File: src/rtl/led_dance_pkg.sv
// led_dance_pkg
//   Shared constants, FSM state encoding and the LED pattern table for the
//   LED dance sequencer.
//   Contents:
//     LED_W, STEPS, STEP_W, PAT_W : vector widths and step count
//     state_t                     : IDLE / RUN / HOLD encoding
//     pat_rom(pat, step)          : LED word for a given pattern and step
package led_dance_pkg;

  localparam int LED_W  = 5;
  localparam int STEPS  = 8;
  localparam int STEP_W = $clog2(STEPS);
  localparam int PAT_W  = 2;

  typedef enum logic [1:0] {
    ST_IDLE = 2'd0,
    ST_RUN  = 2'd1,
    ST_HOLD = 2'd2
  } state_t;

  // Pattern table, LSB drives led[0].
  function automatic logic [LED_W-1:0] pat_rom(input logic [PAT_W-1:0]  pat,
                                               input logic [STEP_W-1:0] step);
    logic [LED_W-1:0] word;
    case ({pat, step})
      // 0: bounce
      5'b00_000: word = 5'b00001;
      5'b00_001: word = 5'b00010;
      5'b00_010: word = 5'b00100;
      5'b00_011: word = 5'b01000;
      5'b00_100: word = 5'b10000;
      5'b00_101: word = 5'b01000;
      5'b00_110: word = 5'b00100;
      5'b00_111: word = 5'b00010;
      // 1: binary count
      5'b01_000: word = 5'b00000;
      5'b01_001: word = 5'b00001;
      5'b01_010: word = 5'b00010;
      5'b01_011: word = 5'b00011;
      5'b01_100: word = 5'b00100;
      5'b01_101: word = 5'b00101;
      5'b01_110: word = 5'b00110;
      5'b01_111: word = 5'b00111;
      // 2: fill and drain
      5'b10_000: word = 5'b00000;
      5'b10_001: word = 5'b00001;
      5'b10_010: word = 5'b00011;
      5'b10_011: word = 5'b00111;
      5'b10_100: word = 5'b01111;
      5'b10_101: word = 5'b11111;
      5'b10_110: word = 5'b01111;
      5'b10_111: word = 5'b00111;
      // 3: alternate / flash
      5'b11_000: word = 5'b10101;
      5'b11_001: word = 5'b01010;
      5'b11_010: word = 5'b10101;
      5'b11_011: word = 5'b01010;
      5'b11_100: word = 5'b11111;
      5'b11_101: word = 5'b00000;
      5'b11_110: word = 5'b11111;
      5'b11_111: word = 5'b00000;
      default:   word = '0;
    endcase
    return word;
  endfunction

endpackage

File: src/rtl/led_dance_sequencer_tick_prescaler.sv
// tick_prescaler
//   Step-rate prescaler. Counts 0..TICK_DIV-1 while run is high, freezes the
//   count while run is low, and returns to 0 on clear or reset.
//   Ports:
//     clock : system clock
//     reset : synchronous, active-high reset
//     clear : synchronous return of the count to 0 (has priority over run)
//     run   : 1 = count, 0 = hold
//     tick  : high during the cycle whose count is TICK_DIV-1 (only while run)
module tick_prescaler #(
  parameter int TICK_DIV = 12_500_000
) (
  input  logic clock,
  input  logic reset,
  input  logic clear,
  input  logic run,
  output logic tick
);

  localparam int CNT_W = (TICK_DIV > 2) ? $clog2(TICK_DIV) : 1;
  localparam logic [CNT_W-1:0] LAST = CNT_W'(TICK_DIV - 1);

  logic [CNT_W-1:0] count;

  always_ff @(posedge clock) begin
    if (reset || clear) begin
      count <= '0;
    end else if (run) begin
      if (count == LAST) begin
        count <= '0;
      end else begin
        count <= count + CNT_W'(1);
      end
    end
  end

  // Gated by run so a count frozen at LAST in HOLD does not fire.
  assign tick = run && (count == LAST);

endmodule

File: src/rtl/led_dance_sequencer.sv
// led_dance_sequencer
//   Steps one of four 8-step LED patterns at a prescaled rate. Pattern change
//   requests made while running are held until the sequence wraps, so a
//   pattern is never cut mid-run.
//   Ports:
//     clock    : system clock
//     reset    : synchronous, active-high reset
//     enable   : 1 = run/resume stepping, 0 = hold current step
//     stop     : return to IDLE (LEDs off), overrides enable
//     pat_req  : pattern-change request, sampled every cycle
//     pat_sel  : requested pattern index, valid with pat_req
//     pat_ack  : 1-cycle pulse, requested pattern now active
//     led      : registered LED drive
//     step_idx : current step, 0..STEPS-1
//     wrap     : 1-cycle pulse after the step_idx STEPS-1 -> 0 edge
//     busy     : 1 in RUN or HOLD
//
//   state | meaning
//   ------+-------------------------------------------------------------
//   IDLE  | LEDs off, prescaler cleared, pattern requests applied at once
//   RUN   | prescaler counting, step advances on every tick
//   HOLD  | led, step and prescaler count frozen until enable returns
module led_dance_sequencer
  import led_dance_pkg::*;
#(
  parameter int TICK_DIV = 12_500_000
) (
  input  logic             clock,
  input  logic             reset,
  input  logic             enable,
  input  logic             stop,
  input  logic             pat_req,
  input  logic [1:0]       pat_sel,
  output logic             pat_ack,
  output logic [LED_W-1:0] led,
  output logic [2:0]       step_idx,
  output logic             wrap,
  output logic             busy
);

  state_t             state, state_nxt;
  logic [LED_W-1:0]   led_nxt;
  logic [STEP_W-1:0]  step_nxt, step_inc;
  logic [PAT_W-1:0]   pat_act, pat_nxt;
  logic               pend_v, pend_v_nxt;
  logic [PAT_W-1:0]   pend_sel, pend_sel_nxt;
  logic [PAT_W-1:0]   start_pat, wrap_pat;
  logic               ack_nxt, wrap_nxt;
  logic               tick;
  logic               pre_clear, pre_run;

  // Clearing in IDLE means the first step after enable gets a full period.
  assign pre_clear = (state == ST_IDLE) || stop;
  assign pre_run   = (state == ST_RUN);

  tick_prescaler #(.TICK_DIV(TICK_DIV)) u_prescaler (
    .clock (clock),
    .reset (reset),
    .clear (pre_clear),
    .run   (pre_run),
    .tick  (tick)
  );

  always_ff @(posedge clock) begin
    if (reset) begin
      state    <= ST_IDLE;
      led      <= '0;
      step_idx <= '0;
      pat_act  <= '0;
      pend_v   <= 1'b0;
      pend_sel <= '0;
      pat_ack  <= 1'b0;
      wrap     <= 1'b0;
    end else begin
      state    <= state_nxt;
      led      <= led_nxt;
      step_idx <= step_nxt;
      pat_act  <= pat_nxt;
      pend_v   <= pend_v_nxt;
      pend_sel <= pend_sel_nxt;
      pat_ack  <= ack_nxt;
      wrap     <= wrap_nxt;
    end
  end

  always_comb begin
    state_nxt    = state;
    led_nxt      = led;
    step_nxt     = step_idx;
    pat_nxt      = pat_act;
    pend_v_nxt   = pend_v;
    pend_sel_nxt = pend_sel;
    ack_nxt      = 1'b0;
    wrap_nxt     = 1'b0;
    start_pat    = pat_act;
    wrap_pat     = pat_act;
    step_inc     = step_idx + STEP_W'(1);

    if (stop) begin
      // Any pending request is dropped without an ack.
      state_nxt  = ST_IDLE;
      led_nxt    = '0;
      step_nxt   = '0;
      pend_v_nxt = 1'b0;
    end else begin
      case (state)
        ST_IDLE: begin
          led_nxt  = '0;
          step_nxt = '0;
          if (pat_req) begin
            pat_nxt   = pat_sel;
            ack_nxt   = 1'b1;
            start_pat = pat_sel;
          end
          if (enable) begin
            state_nxt = ST_RUN;
            led_nxt   = pat_rom(start_pat, STEP_W'(0));
          end
        end

        ST_RUN: begin
          if (pat_req) begin
            pend_v_nxt   = 1'b1;
            pend_sel_nxt = pat_sel;
          end
          if (tick) begin
            step_nxt = step_inc;
            if (step_idx == STEP_W'(STEPS - 1)) begin
              wrap_nxt = 1'b1;
              // A request in the wrap cycle itself is the latest one.
              if (pat_req || pend_v) begin
                wrap_pat   = pat_req ? pat_sel : pend_sel;
                pat_nxt    = wrap_pat;
                ack_nxt    = 1'b1;
                pend_v_nxt = 1'b0;
              end
            end
            led_nxt = pat_rom(wrap_pat, step_inc);
          end
          if (!enable) begin
            state_nxt = ST_HOLD;
          end
        end

        ST_HOLD: begin
          if (pat_req) begin
            pend_v_nxt   = 1'b1;
            pend_sel_nxt = pat_sel;
          end
          if (enable) begin
            state_nxt = ST_RUN;
          end
        end

        default: begin
          state_nxt = ST_IDLE;
          led_nxt   = '0;
          step_nxt  = '0;
        end
      endcase
    end
  end

  assign busy = (state == ST_RUN) || (state == ST_HOLD);

endmodule

File: config.mk
export PLATFORM = sky130hd
export DESIGN_NAME = led_dance_sequencer
export DESIGN_NICKNAME = d
export VERILOG_FILES = /design/src/rtl/led_dance_pkg.sv /design/src/rtl/led_dance_sequencer_tick_prescaler.sv /design/src/rtl/led_dance_sequencer.sv
export SDC_FILE = /design/constraint.sdc
export NUM_CORES = 1
export LEC_CHECK = 0
export ABC_CLOCK_PERIOD_IN_PS = 2770
export CAP_MARGIN = 15
export CELL_PAD_IN_SITES_DETAIL_PLACEMENT = 0
export CELL_PAD_IN_SITES_GLOBAL_PLACEMENT = 1
export CORE_ASPECT_RATIO = 0.5
export CORE_MARGIN = 2
export CORE_UTILIZATION = 44
export DETAILED_ROUTE_END_ITERATION = 10
export PLACE_DENSITY = 0.79
export SETUP_SLACK_MARGIN = 0.15
export SYNTH_ARGS = -nofsm -noshare
export SYNTH_HDL_FRONTEND = slang
export SYNTH_SLANG_ARGS = --single-unit
export TNS_END_PERCENT = 30
File: constraint.sdc
create_clock -name clock -period 2.77 [get_ports clock]
set_clock_uncertainty 0.05 [all_clocks]
set_input_delay 0.4155 -clock clock [delete_from_list [all_inputs] [get_ports clock]]
set_output_delay 0.4155 -clock clock [all_outputs]
set_load 0.005 [all_outputs]
Yosys cells after proc, flatten, opt, wreduce, memory -nomap -nowiden:

Memory sizes are Yosys's and may differ from the RTL's.
Cells that the tools add are included.
W data, S select, Z words.

* bits in registers: 41
* ROM bits: 160
* bits of input ports: 7
* logic and storage cells: 75
* memories kept: 1

Memory list
* (no name shown): words 32, bits a word 5, read ports 1, clocked after Yosys merged registers in 0, wr ports 0, line led_dance_pkg.sv:25 `case ({pat, step})`

* add/sub/neg operators: 2
* eq/ne operators: 10
* muxes and demuxes: 31
* bitwise logic cells: 4
* reduce and logical (&&, ||, !) cells: 18

Operators with widths (count)
* $pmux W5 S3: 2
* $add A24 B1 Y24 const B: 1
* $eq A24 B24 Y1 const B: 1
* $mux W24: 1
* $mux W2: 11
* $mux W5: 2
* $mux W1: 9
* $pmux W2 S2: 2
* $reduce_or A2 Y1: 4
* $eq A2 B2 Y1 const B: 3
* $pmux W3 S2: 1
* $reduce_and A2 Y1: 3
* $eq A2 B1 Y1 const B: 2
* $logic_not A2 Y1: 2
* $logic_or A1 B1 Y1: 4
* $ne A2 B2 Y1 const B: 2
* $not A1 Y1: 4
* $pmux W1 S2: 2
* $reduce_bool A2 Y1: 2
* $reduce_or A4 Y1: 1
* $add A3 B1 Y3 const B: 1
* $eq A3 B3 Y1 const B: 1
* $mux W3: 1
* $reduce_and A3 Y1: 1
* other kinds (2): 2

Depth between registers and ports, before layout:

Gate-level depths: netlist (run 1).
An unclocked memory read counts as a cell.

* depth after elaboration: 9
* mapped depth: 9
* depth with buffers taken out: 7

By module:

A second synthesis (run 1) with hierarchy kept.

* cell total of the unflattened synthesis: 294
* area total of the unflattened synthesis: 2438.6 um^2

Modules (own cells, without submodules)
* led_dance_sequencer: instances 1, cells an instance 159, area each 1286.2 um^2
* tick_prescaler: instances 1, cells an instance 135, area each 1152.4 um^2

Least setup slack after synthesis (run 1):

Ideal clock, no wire load.

* path kind: register to register
* from: register step_idx[0]
* to: register led[0]
* library setup time: 95 ps
* arrival: 2276 ps
* required time: 2625 ps
* setup slack: 349 ps
* stages on the path, launching flop included: 8
* buffers on the path: 0
* clock period less this slack: 2421 ps
* cell sequence: dfxtp_1 -> ha_1 -> ha_1 -> o21ai_0 -> a211oi_4 -> mux2i_1 -> mux2_2 -> a221oi_1

* longest elaborated chain between the ends: 8
* elaborated cells between the ends (all ways): 9
* classes of those cells: 1 x add/sub; 1 x eq/ne; 6 x mux; 1 x memory

Ends and longest elaborated chain
* from (decl): line led_dance_sequencer.sv:36 `output logic [2:0] step_idx,`
* from (signal assigned): line led_dance_sequencer.sv:77 `step_idx <= step_nxt;`
* $eq A3 B3 Y1: line led_dance_sequencer.sv:128 `if (step_idx == STEP_W'(STEPS - 1)) begin`
* $mux W2: line led_dance_sequencer.sv:128
* $mux W2: line led_dance_sequencer.sv:126 `if (tick) begin`
* $mux W2: line led_dance_sequencer.sv:106 `case (state)`
* $mux W2: line led_dance_sequencer.sv:99 `if (stop) begin`
* $mem_v2 Z32 W5 *
* $mux W5 *: line led_dance_sequencer.sv:126
* $pmux W5 S3 *: line led_dance_sequencer.sv:106
* to (signal assigned): line led_dance_sequencer.sv:76 `led <= led_nxt;`
* to (decl): line led_dance_sequencer.sv:35 `output logic [LED_W-1:0] led,`

Mark *: on every way between the ends. The rest lies on a longest branch, timed or not. The select of a mux whose other input is x is not followed.
A chain may end at the register's enable or synchronous reset.

Worst setup path in the final report (run 1):

* from: register step_idx[1]
* to: register led[0]

Same word-level chain as after synthesis.

==> results of run 1 <==
## report_power, final
part           total (mW)  switching, mW  internal, mW  leakage, nW
Combinational      0.0955         0.0510        0.0445        0.535
Clock               0.471          0.209         0.262       0.0540
Sequential          0.599        0.00426         0.595        0.331
Total                1.17          0.264         0.902        0.920
## worst min-delay path, stage by stage (launching register included)
cell      delay [ns]
dfxtp_1         0.32
inv_1           0.05
a221oi_1        0.06
## synth_stat cells, drive strengths merged, types with 7 or more instances
master	n
dfxtp	41
nand2	20
xnor2	17
ha	13
nor4	7
nor2	42
nor3	9
and3	9
a21oi	8
mux2i	7
inv	14
## area by class of cell
cell class                      instances  share of cell area (%)
Timing Repair Buffer                   23                   8.022
Sequential cell                        41                   30.60
Tap cell                               70                   3.265
Multi-Input combinational cell        208                   52.29
Clock inverter                          2                   1.306
Inverter                               14                   1.959
Clock buffer                            5                   2.565
## through the flow
step                      cell area, sq um  hold WS, ns  worst slack [ns]
final                                 2683       0.4241            0.3098
after global routing                  2683       0.4574           0.09656
after CTS                             2681       0.4280            0.2764
after detailed placement              2577       0.4158            0.1821
after global placement                2577       0.3927            0.2467
after floorplan                       2322       0.3982            0.3489
## flip-flops by register name (all words and copies together) (netlist names)
name               count
wrap                   1
pat_ack                1
led                    5
u_prescaler.count     24
pend_v                 1
state                  2
pend_sel               2
pat_act                2
step_idx               3
## placed cells by master, fill, tap and decap left out, types with 6 or more instances in the layout
master and instances:
a21oi_1 8, and3_1 9, buf_4 6, clkdlybuf4s50_1 17
dfxtp_1 41, ha_1 13, inv_1 14, mux2i_1 7
nand2_1 20, nand4_1 6, nor2_1 42, nor3_1 9
nor4_1 6, o21ai_0 6, xnor2_1 17
## worst min path at each step
stage           start     end  slack (ns)  cells past startpoint
6_report       led[4]  led[4]        0.42                      2
3_3_place_gp   led[3]  led[3]        0.39                      2
4_1_cts        led[4]  led[4]        0.43                      2
5_1_grt        led[4]  led[4]        0.46                      2
2_1_floorplan  led[3]  led[3]        0.40                      2
3_5_place_dp   led[4]  led[4]        0.42                      2
## cells by family (layout without fill, tap and decap cells)
logic type,Yosys count,in the layout,synth area share [%]
xor+xnor,22,22,8.297
fa+ha+maj,13,13,7.004
mux,12,12,5.442
compound gates,40,40,12.61
simple gates,121,121,26.99
buf+inv,25,44,4.310
flops,41,41,35.34
## layer usage
| layer | up-vias | share of wire (%) | track usage (%) | wire length (um) |
|---|---|---|---|---|
| met5 | - | 0 | 0 | 0 |
| met4 | 0 | 0.57 | 4.453 | 29 |
| met3 | 4 | 4.2 | 4.604 | 213 |
| met2 | 35 | 45 | 28.12 | 2258 |
| met1 | 911 | 50 | 25.40 | 2550 |
| li1 | 1005 | - | - | - |
==> results list, run 1 <==
- Chip Height: 55.37 um
- Yosys printed 0 warnings.
* Largest area contributor in the synthesized netlist: dfxtp_1
- For the final routed database, the setup TNS stands at 0 ns.
- The worst setup path is of the flop to flop kind.
* Power per cell area: 434.4 mW/mm^2
* Final Wtd Congestion: 0.8433
* Hold crit path type: flop to flop
- The critical path crosses 8 cells after its start point.
- Residual DRC count: 0
- Critical path arrival: 2.61 ns
* Total number of H-tree levels: 2
* Share of final-layout standard cells stronger than drive strength 1: 8.532%
* Final hold violation count: 0
- Broken down by cell family, the worst path's largest delay share belongs to compound AO/OA/AOI/OAI gates.
- Across the run, the number of max-cap violations was 0.
- Of all nets on the critical path, the largest fanout is 8.
- The synthesized design contains 0 enable-type register cells.
* Wire length of the first global-routing pass: 8583 um
- Entering global routing, the biggest net connects 22 pins.
- In this design, the critical path's most frequently occurring cell is ha_1.
* Number of clock sinks: 41
- Each instance of the synthesized netlist takes up on average 8.475 sq um.
- Together, buffers and inverters on the worst path number 1.
- Initial drt markers: 49
* Clock transition at the registers of the reported paths: 0.08 ns
* CP Cell Sequence: ha_1 -> ha_1 -> o21ai_0 -> buf_4 -> a211oi_4 -> mux2i_1 -> mux2_2 -> a221oi_1
- Summed instance area of the synthesized netlist: 0.002322 sq mm
- The detail route stage leaves a number of antenna-violating nets equal to 0.
- Register-to-register setup slack: 0.31 ns
- In this run, synthesis produced a sequential element count of 41.
* Count of filler cells inserted in the layout: 486
- Number of different library cells in the post-synthesis netlist: 49
- The number of placed instances, taps included, is 356.
* Total power consumption of the routed design: 1.165 mW
- # setup viols final: 0
- CP Data Required Time: 2.92 ns
* Ratio of final minimum period to clock period: 88.82%
- Buffers added to address setup during post-CTS repair amount to 0.
- Num CTS Buffers: 5
- In this run the core area contains 18 standard-cell rows.
- In the final routed layout, each cell accounts on average for 13.91 um.
- Die Footprint: 0.005910 sq mm
- For this run, the top clock speed supported by timing is 0.4065 GHz.
* Share of the synthesized area in the top cell type: 35.34%
- Clock tree synthesis selected as its root buffer the cell clkbuf_8.
- The most used flip-flop cell after synthesis is dfxtp_1.
- For the pin with the worst max-slew slack, the measured transition is 0.5949 ns.
* I/O Pins: 18
* Number of hold buffers added after CTS: 0
- Post-CTS repair changed the size of 0 cells.
- Headroom to the max-slew limit came out at 60.01%.
* Final routed wirelength across all metal layers: 5051 um
- Async S/R FF share, synth: 0%
- The worst register-to-register path ends at led[0].
- TritonCTS clock tree: done
* Worst IR Drop VDD: 0.0002189 V
- At the later pin of the worst-skew pair, clock insertion delay measures 0.29 ns.
- In this design, the stage delay of the slowest critical-path cell is 0.46 ns.
- For this design the static power due to leakage is 0.9202 nW.
* Post-route insts no fill: 363
* HPWL after detailed placement: 3653 um
- Die X-Extent: 106.7 um
- Across the whole layout, storage elements account for 820.8 sq um.
- Slowest cell on crit path: dfxtp_1
- Measured on the finished design, the core utilization comes to 53.65%.
- Nature of the critical path endpoint: flop
- Sequential area share after synthesis: 35.34%
- Once the floorplan was initialized, standard cells occupied 46.45% of the core.
- Number of antenna repair diodes: 0
- Fin crit period: 2.460 ns
* Net count of the finished layout: 313
* Antenna violations before repair: 0
* Timing endpoint of the critical path: led[0]
- Signed area change from the synthesized netlist to the final layout: 15.52%
* Number of cells produced by synthesis: 274
- Startpoint type of the worst setup path: flop
- The clock passes through at most 2 buffers.
- Summing all multi-input logic gate instances after layout gives 0.001403 sq mm.
- For the worst flop-to-flop path, the logic depth is 8.
- Launch point of the worst reg-to-reg path: step_idx[1]
- Pre-antenna DRT Iters: 4
- Detail-routed via count per cell: 5.386
- The critical path starts at step_idx[1].
* Overflow left after global routing: 0
* Outcome: finished clean
- Setup repair after global routing could not meet its margin everywhere.
* Final count of pins violating max slew: 0
* Buffers on Ports: 17
- Net count after synthesis: 294
- After synthesis, the cell types taking the most area are dfxtp_1 (35%), ha_1 (7.0%), nor2_1 (6.8%).
- Detailed routing inserted a total of 1955 vias.
* Aggregate global-route resource usage: 18.16%
- Placeable Area: 0.005000 sq mm
* Vias in the first global route: 1834
Power figures use the tool's default switching activity.
==> inputs of run 2 (changes only) <==
--- a/config.mk
+++ b/config.mk
@@ -15,6 +15,7 @@
 export DETAILED_ROUTE_END_ITERATION = 10
 export PLACE_DENSITY = 0.79
 export SETUP_SLACK_MARGIN = 0.15
+export SKIP_LAST_GASP = 1
 export SYNTH_ARGS = -nofsm -noshare
 export SYNTH_HDL_FRONTEND = slang
 export SYNTH_SLANG_ARGS = --single-unit
==> results of run 2 <==
Final layout, timing and power as in run 1 (identical DEF).
==> inputs of run 3 (changes only) <==
--- a/config.mk
+++ b/config.mk
@@ -14,6 +14,7 @@
 export CORE_UTILIZATION = 44
 export DETAILED_ROUTE_END_ITERATION = 10
 export PLACE_DENSITY = 0.79
+export REMOVE_ABC_BUFFERS = 1
 export SETUP_SLACK_MARGIN = 0.15
 export SKIP_LAST_GASP = 1
 export SYNTH_ARGS = -nofsm -noshare
==> run 3 against run 2 <==
Effect of this change: maximum frequency increased by 3.2%; highest routed layer unchanged; total power decreased by 5.4%; first-iteration DRC count increased by 6.1%; sequential power about the same; register-to-register slack improved by 0.08 ns; global-route usage increased by 0.32 points.
==> results list, run 3 (synthesis gave the netlist of run 1 again) <==
* Outcome: finished clean
- For hold timing, the worst endpoint is led[3].
- After global routing the overflow that remains totals 0.
* Pre-antenna DRT Iters: 4
* Signed area change from the synthesized netlist to the final layout: 14.66%
- The design draws 1.103 mW.
- Wire length of the first global-routing pass: 8887 um
- Rel. slew slack: 71.00%
- In this run the static leakage power is 0.9019 nW.
- Register-to-register setup slack: 0.39 ns
- Once the floorplan was initialized, standard cells occupied 46.45% of the core.
- Maximum number of pins on one net before global-route repair: 22
- In this run the critical register-to-register path is launched from step_idx[1].
* Final hold violation count: 0
- The floorplan step defined a die boundary enclosing 0.005910 sq mm.
- The floorplan step set the die width to 106.7 um.
* Power per cell area: 414.1 mW/mm^2
- TritonCTS clock tree: done
- The worst setup path is of the flop to flop kind.
- During I/O placement, the number of pins put on the boundary was 18.
- Total number of H-tree levels: 2
- The final layout contains routed wiring with a total length of 5100 um.
* Crit path max fanout: 9
- The startpoint identified for the worst hold timing path is led[3].
* Net count of the finished layout: 312
- The largest registers in the layout are u_prescaler.count: 24 flops, led: 5 flops, step_idx: 3 flops.
- Residual DRC count: 0
- Fmax: 0.4194 GHz
- CP Data Required Time: 2.92 ns
- Counting every sink on the clock net gives 41.
- Leaving out fill and tap cells, the most frequent cell in the layout is nor2_1.
- CTS Buffer Depth: 2
- Measured slew at the worst slew-check pin: 0.4350 ns
* Critical path arrival: 2.53 ns
- Nature of the critical path endpoint: flop
* R2r worst-path depth: 7
- Cell at the root of the clock tree: clkbuf_8
* Number of hold buffers added after CTS: 0
* Clk_lat worst skew: 0.29 ns
- Detailed placement finished with a half-perimeter wire length of 3696 um.
- The repair_antennas step left the layout with diodes totalling 0.
- Clock transition at the registers of the reported paths: 0.08 ns
- Setup repair after global routing left no endpoint under its margin.
- The endpoint identified for the worst register-to-register timing path is led[0].
* Ratio of final minimum period to clock period: 86.07%
- Post-route insts no fill: 362
- The floorplan has 18 rows.
- VDD sags by at most 0.0002613 V.
* Register with the most flip-flops: u_prescaler.count
- Final Wtd Congestion: 0.8453
- From bottom edge to top edge, the die measures 55.37 um.
- Buffers inserted during clock tree synthesis total 5.
- Number of cells on the worst hold path: 2
- Antenna violations before repair: 0
- Dividing the detail-routed via count by the number of cells gives 5.392.
- Port buffering added 17 buffers.
* Routed length per placed instance: 14.09 um
* Final sum of negative setup slack: 0 ns
- The number of slew-limit violations in the final report is 0.
- Startpoint type of the worst setup path: flop
- In this run the remaining antenna-violating nets after routing total 0.
- After detailed placement, the total cell area comes to 0.002570 sq mm.
- The finished cells cover 0.002663 sq mm.
- Number of maximum-capacitance constraint violations: 0
- # setup viols final: 0
* Share of final-layout standard cells stronger than drive strength 1: 8.219%
* Cells after DPL: 355
- The final route contains 1952 vias.
* Hold crit path type: flop to flop
- Aggregate global-route resource usage: 18.49%
- The number of global-route vias before repair is 1910.
- For this block, the initial DRC count from the detailed router was 52.
* Placeable Area: 0.005000 sq mm
* Flip-flop count of the largest register, all copies and words added: 24
- Fin crit period: 2.384 ns
* Most frequent cells in the layout: nor2_1 (42), dfxtp_1 (41), nand2_1 (20)
[run 3: cell types whose count changed in the layout (fill, tap and decap cells not counted), sizes merged]
cell      change
buf           -1
bufinv        -1
clkbuf        +1
clkinv        -1
clkinvlp      +1
[run 3: worst max-delay path by stage]
stage	start	endpoint	slack, ns
after floorplan	step_idx[0]	led[0]	0.35
after global placement	pat_req	led[4]	0.26
after detailed placement	pat_req	led[4]	0.24
after CTS	step_idx[1]	led[0]	0.23
after global routing	step_idx[1]	led[0]	0.21
final	step_idx[1]	led[0]	0.39
[run 3: metal layers]
layer  track usage (%)  routed length, um
met5                 0                  0
met4             3.711                 29
met3             4.014                118
met2             31.39               2409
met1             24.35               2541
[run 3: through the flow]
| stage | utilization [%] | hold slack, ns | worst slack, ns |
|---|---|---|---|
| after floorplan | - | 0.3982 | 0.3475 |
| after global placement | 51.40 | 0.3958 | 0.2639 |
| after detailed placement | 51.40 | 0.4015 | 0.2367 |
| after CTS | 53.20 | 0.4161 | 0.2257 |
| after global routing | 53.25 | 0.4509 | 0.2076 |
| final | 53.25 | 0.4121 | 0.3859 |
[run 3: power by group]
group          internal [mW]  leakage (nW)  switching (mW)
combinational         0.0445         0.528          0.0518
sequential             0.595         0.331         0.00396
clock                  0.197        0.0433           0.210
[run 3: area by class of cell]
class	instances	area (sq um)
Fill cell	489	2337
Multi-Input combinational cell	208	1404
Sequential cell	41	820.8
Timing Repair Buffer	22	207.7
Tap cell	70	87.58
Clock buffer	6	82.58
Inverter	14	52.55
Clock inverter	1	7.507
[run 3: what timing repair did]
action	CTS	global route
buffers inserted	0	0
setup endpoints to repair	0	3
gates resized for setup	0	2
[run 3: worst max-delay path, stage by stage (launching register included)]
cell,delay [ns]
dfxtp_1,0.45
ha_1,0.19
ha_2,0.24
o21ai_1,0.17
a211o_1,0.44
nand2b_1,0.22
mux2_2,0.29
a221oi_1,0.23
==> variant 1: new RTL, flow settings as in run 1 <==
Make the reset (`reset`) asynchronous in one clocked block. Comments in the files are not updated.
--- a/src/rtl/led_dance_sequencer.sv
+++ b/src/rtl/led_dance_sequencer.sv
@@ -63,3 +63,3 @@
 
-  always_ff @(posedge clock) begin
+  always_ff @(posedge clock or posedge reset) begin
     if (reset) begin
Check against the original RTL: differs if reset is asserted again (counterexample within 4 cycles, from zero or initial values and one cycle with reset high); with reset held inactive, the same outputs for 10 cycles.
==> variant 1 against run 1 <==
Routed wire length increased by 9.7%; sequential cell count did not move; maximum frequency increased by 0.62%; design area rose by 7.5%; synthesized area grew 6.7%; worst setup slack better by 15 ps; final cell count rose by 3.6%; critical path depth shrank 1; die area increased by 6.3%; critical endpoint is now led[3]; largest cell class unchanged.
Power is not compared: it rests on default switching activity, and its combinational part moved more than twofold at a synthesized area within 25%.
==> variant 1: results (changes against run 1) <==
| Metric | Value |
|---|---|
| Result of the run | `completed` |
| Ratio of routed vias to standard cells | `5.617 (+4.3%)` |
| Grt met2 use | `30.32% (+2.2 points)` |
| Largest net degree at the start of global routing | `23 (+4.5%)` |
| Most common library cells after synthesis | `nor2_1 (38), dfxtp_1 (24), nand2_1 (18), dfrtp_1 (17), a21oi_1 (15)` |
| Nets | `322 (+2.9%)` |
| Unique masters post-synth | `52 (+6.1%)` |
| Via count of the first global-routing pass | `2032 (+11%)` |
| Source of the worst hold timing path | `u_prescaler.count[1]` |
| Placed cell area | `2724 um2 (+5.7%)` |
| Half-perimeter wire length after detailed placement | `3954 um (+8.2%)` |
| Post-place setup slack | `192.1 ps (+10.08 ps)` |
| Met1 routing resource usage after global routing | `28.39% (+3.0 points)` |
| Met3 track demand over resource | `6.057% (+1.5 points)` |
| DR WL/cell | `14.73 um (+5.9%)` |
| Final weighted congestion of routability-driven global placement | `0.8648 (+2.5%)` |
| End point of the critical path | `led[3]` |
| Share of cells above drive strength 1 | `10.56% (+2.0 points)` |
| Sequential cell area fraction in the yosys report | `36.57% (+1.2 points)` |
| Post-synthesis compound-gate area fraction | `13.48% (+0.88 points)` |
| First-pass GRT wire length | `9701 um (+13%)` |
| Area share of fa/ha/maj cells after synthesis | `6.566% (-0.44 points)` |
| Worst Max-Slew Pin Slew | `690.1 ps (+95.18 ps)` |
| Detailed route wirelength on metal2 | `2409 um (+6.7%)` |
| Post-placement cell count | `368 (+3.4%)` |
| Syn Inst Count | `285 (+4.0%)` |
| Fill cells | `540 (+11%)` |
| Wl on met1 | `2769 um (+8.6%)` |
| Fin Hold WS | `442.5 ps (+18.35 ps)` |
| Library cell contributing the largest single delay on the critical path | `o221ai_2` |
variant 1: tightest hold or removal path: cells and delay by family (launching register included):
kind	cells	cell delay, ps
simple gates	1	70
flops	1	330
compound gates	1	50
variant 1: what timing repair did:
item,4_1_cts,5_1_grt
endpoints found under the setup margin,0,23
resized for setup,0,2
hold buffers,0,0
hold endpoints to repair,0,0
variant 1: layout make-up:
type,count,area [um2],share of cell area [%]
multi-input cells,217,1450,50.30
flip-flops and latches,41,905.9,31.42
repair buffers,26,237.7,8.247
clock buffers,6,138.9,4.818
well taps,73,91.34,3.168
inverters,11,45.04,1.563
clock inverters,2,13.76,0.4774
variant 1: power groups by stage:
stage / combinational [mW] / clock [mW] / sequential [mW]
6_report: 0.289 / 0.606 / 0.651
5_1_grt: 0.323 / 0.656 / 0.656
4_1_cts: 0.286 / 0.627 / 0.650
3_5_place_dp: 0.284 / 0 / 0.662
3_3_place_gp: 0.282 / 0 / 0.661
2_1_floorplan: 0.209 / 0 / 0.655
==> variant 2: new RTL, config.mk and constraints of run 1 <==
Without the edit above. `TICK_DIV` is set to 12_500_000 in 2 places; all go to 25_000_000.
--- a/src/rtl/led_dance_sequencer_tick_prescaler.sv
+++ b/src/rtl/led_dance_sequencer_tick_prescaler.sv
@@ -10,3 +10,3 @@
 module tick_prescaler #(
-  parameter int TICK_DIV = 12_500_000
+  parameter int TICK_DIV = 25_000_000
 ) (
--- a/src/rtl/led_dance_sequencer.sv
+++ b/src/rtl/led_dance_sequencer.sv
@@ -25,3 +25,3 @@
 #(
-  parameter int TICK_DIV = 12_500_000
+  parameter int TICK_DIV = 25_000_000
 ) (
Behaviour: no difference found for any inputs over 10 cycles, from zero or initial values and one cycle with reset high; that may be too few to reach the edited logic, so the function may still have changed.
==> variant 2 against run 1 <==
Synthesized area up 3.2%; non-clock buffer count up 2; first-iteration DRC count up 51%; sequential cell count up 1; worst setup slack better by 67 ps; routed wire length up 3.1%; total power up 3.0%; via count up 2.7%; design area up 3.7%; die area up 3.1%; final cell count up 3.6%; critical endpoint is now led[3].
==> variant 2: results (changes against run 1) <==
| Metric | Value |
|---|---|
| Result of the run | `completed` |
| Ranking of synthesized cells by area | `dfxtp_1 (35%), xnor2_1 (8.0%), ha_1 (7.3%)` |
| Fill cells | `487 (+0.21%)` |
| Ratio of routed vias to standard cells | `5.338 (-0.89%)` |
| Peak supply drop | `0.0001949 V (-11%)` |
| Net count after synthesis | `305 (+3.7%)` |
| Multi-input gate area | `1468 um2 (+4.6%)` |
| Half-perimeter wire length after detailed placement | `3830 um (+4.8%)` |
| Crit path max fanout | `12 (+4)` |
| Grt met2 use | `28.84% (+0.72 points)` |
| Area of all sequential standard cells | `840.8 um2 (+2.4%)` |
| Multi-Input Combinational | `219 (+5.3%)` |
| Largest net degree at the start of global routing | `25 (+14%)` |
| Final weighted congestion of routability-driven global placement | `0.8282 (-1.8%)` |
| Most common library cells after synthesis | `nor2_1 (43), dfxtp_1 (42), nand2_1 (22), xnor2_1 (22), ha_1 (14)` |
| Clock buffer count in the final layout | `6 (+1)` |
| Registers with the most flip-flops | `u_prescaler.count x25, led x5, step_idx x3` |
| Worst slew margin | `63.01% (+3.0 points)` |
| First-pass GRT wire length | `9059 um (+5.5%)` |
| Clock network contribution to total cell area | `3.959% (+0.087 points)` |
| Number of non-clock inverters | `12 (-2)` |
| DIE AREA | `6091 um2 (+3.1%)` |
| Reg-to-Reg End | `led[3]` |
| Share of cells above drive strength 1 | `9.804% (+1.3 points)` |
| Nets | `326 (+4.2%)` |
variant 2: kinds of logic (layout without fill, tap and decap cells):
kind of cell,Yosys count,after routing
multiplexers,14,14
flip-flops,42,42
buffers and inverters,23,45
AND/OR/NAND/NOR,130,130
adder cells (fa/ha/maj),14,14
XOR/XNOR,24,24
AO/OA/AOI/OAI,37,37
variant 2: metrics by stage:
step | utilization, % | hold slack [ps] | setup slack (ps) | cell area [um2] | cells
finish | 54.65 | 441.5 | 376.4 | 2781 | 376
CTS | 54.65 | 439.7 | 398.6 | 2781 | 376
global placement | 52.48 | 422.8 | 386.9 | 2671 | 368
floorplan | - | 385.8 | 511.3 | 2397 | 284
global route | 54.65 | 469.4 | 252.9 | 2781 | 376
detailed placement | 52.48 | 427.2 | 295.7 | 2671 | 368
variant 2: worst min-delay path by stage:
stage               startpoint  slack [ps]  depth (start not counted)    endpoint
global placement    pat_act[0]         420                          2  pat_act[0]
CTS                 pat_act[0]         440                          2  pat_act[0]
finish              pat_act[0]         440                          2  pat_act[0]
global route        pat_act[0]         470                          2  pat_act[0]
detailed placement  pat_act[0]         430                          2  pat_act[0]
floorplan           pat_act[0]         390                          2  pat_act[0]
variant 2: layer usage:
layer / vias up / wire [um]
met5: - / 0
met4: 0 / 78
met3: 10 / 192
met2: 31 / 2200
met1: 917 / 2736
li1: 1049 / -
variant 2: worst reg2reg max path, stage by stage, from the launching register on:
cell      delay, ps
dfxtp_1         470
ha_1            200
ha_1            310
o21a_1          210
o221ai_1        170
buf_4           220
o31ai_1         230
a31oi_1          80
o41ai_1         350
variant 2: where the power goes:
group | switching (mW) | internal, mW
combinational | 0.0514 | 0.0467
sequential | 0.00426 | 0.609
clock | 0.219 | 0.269
total | 0.275 | 0.925
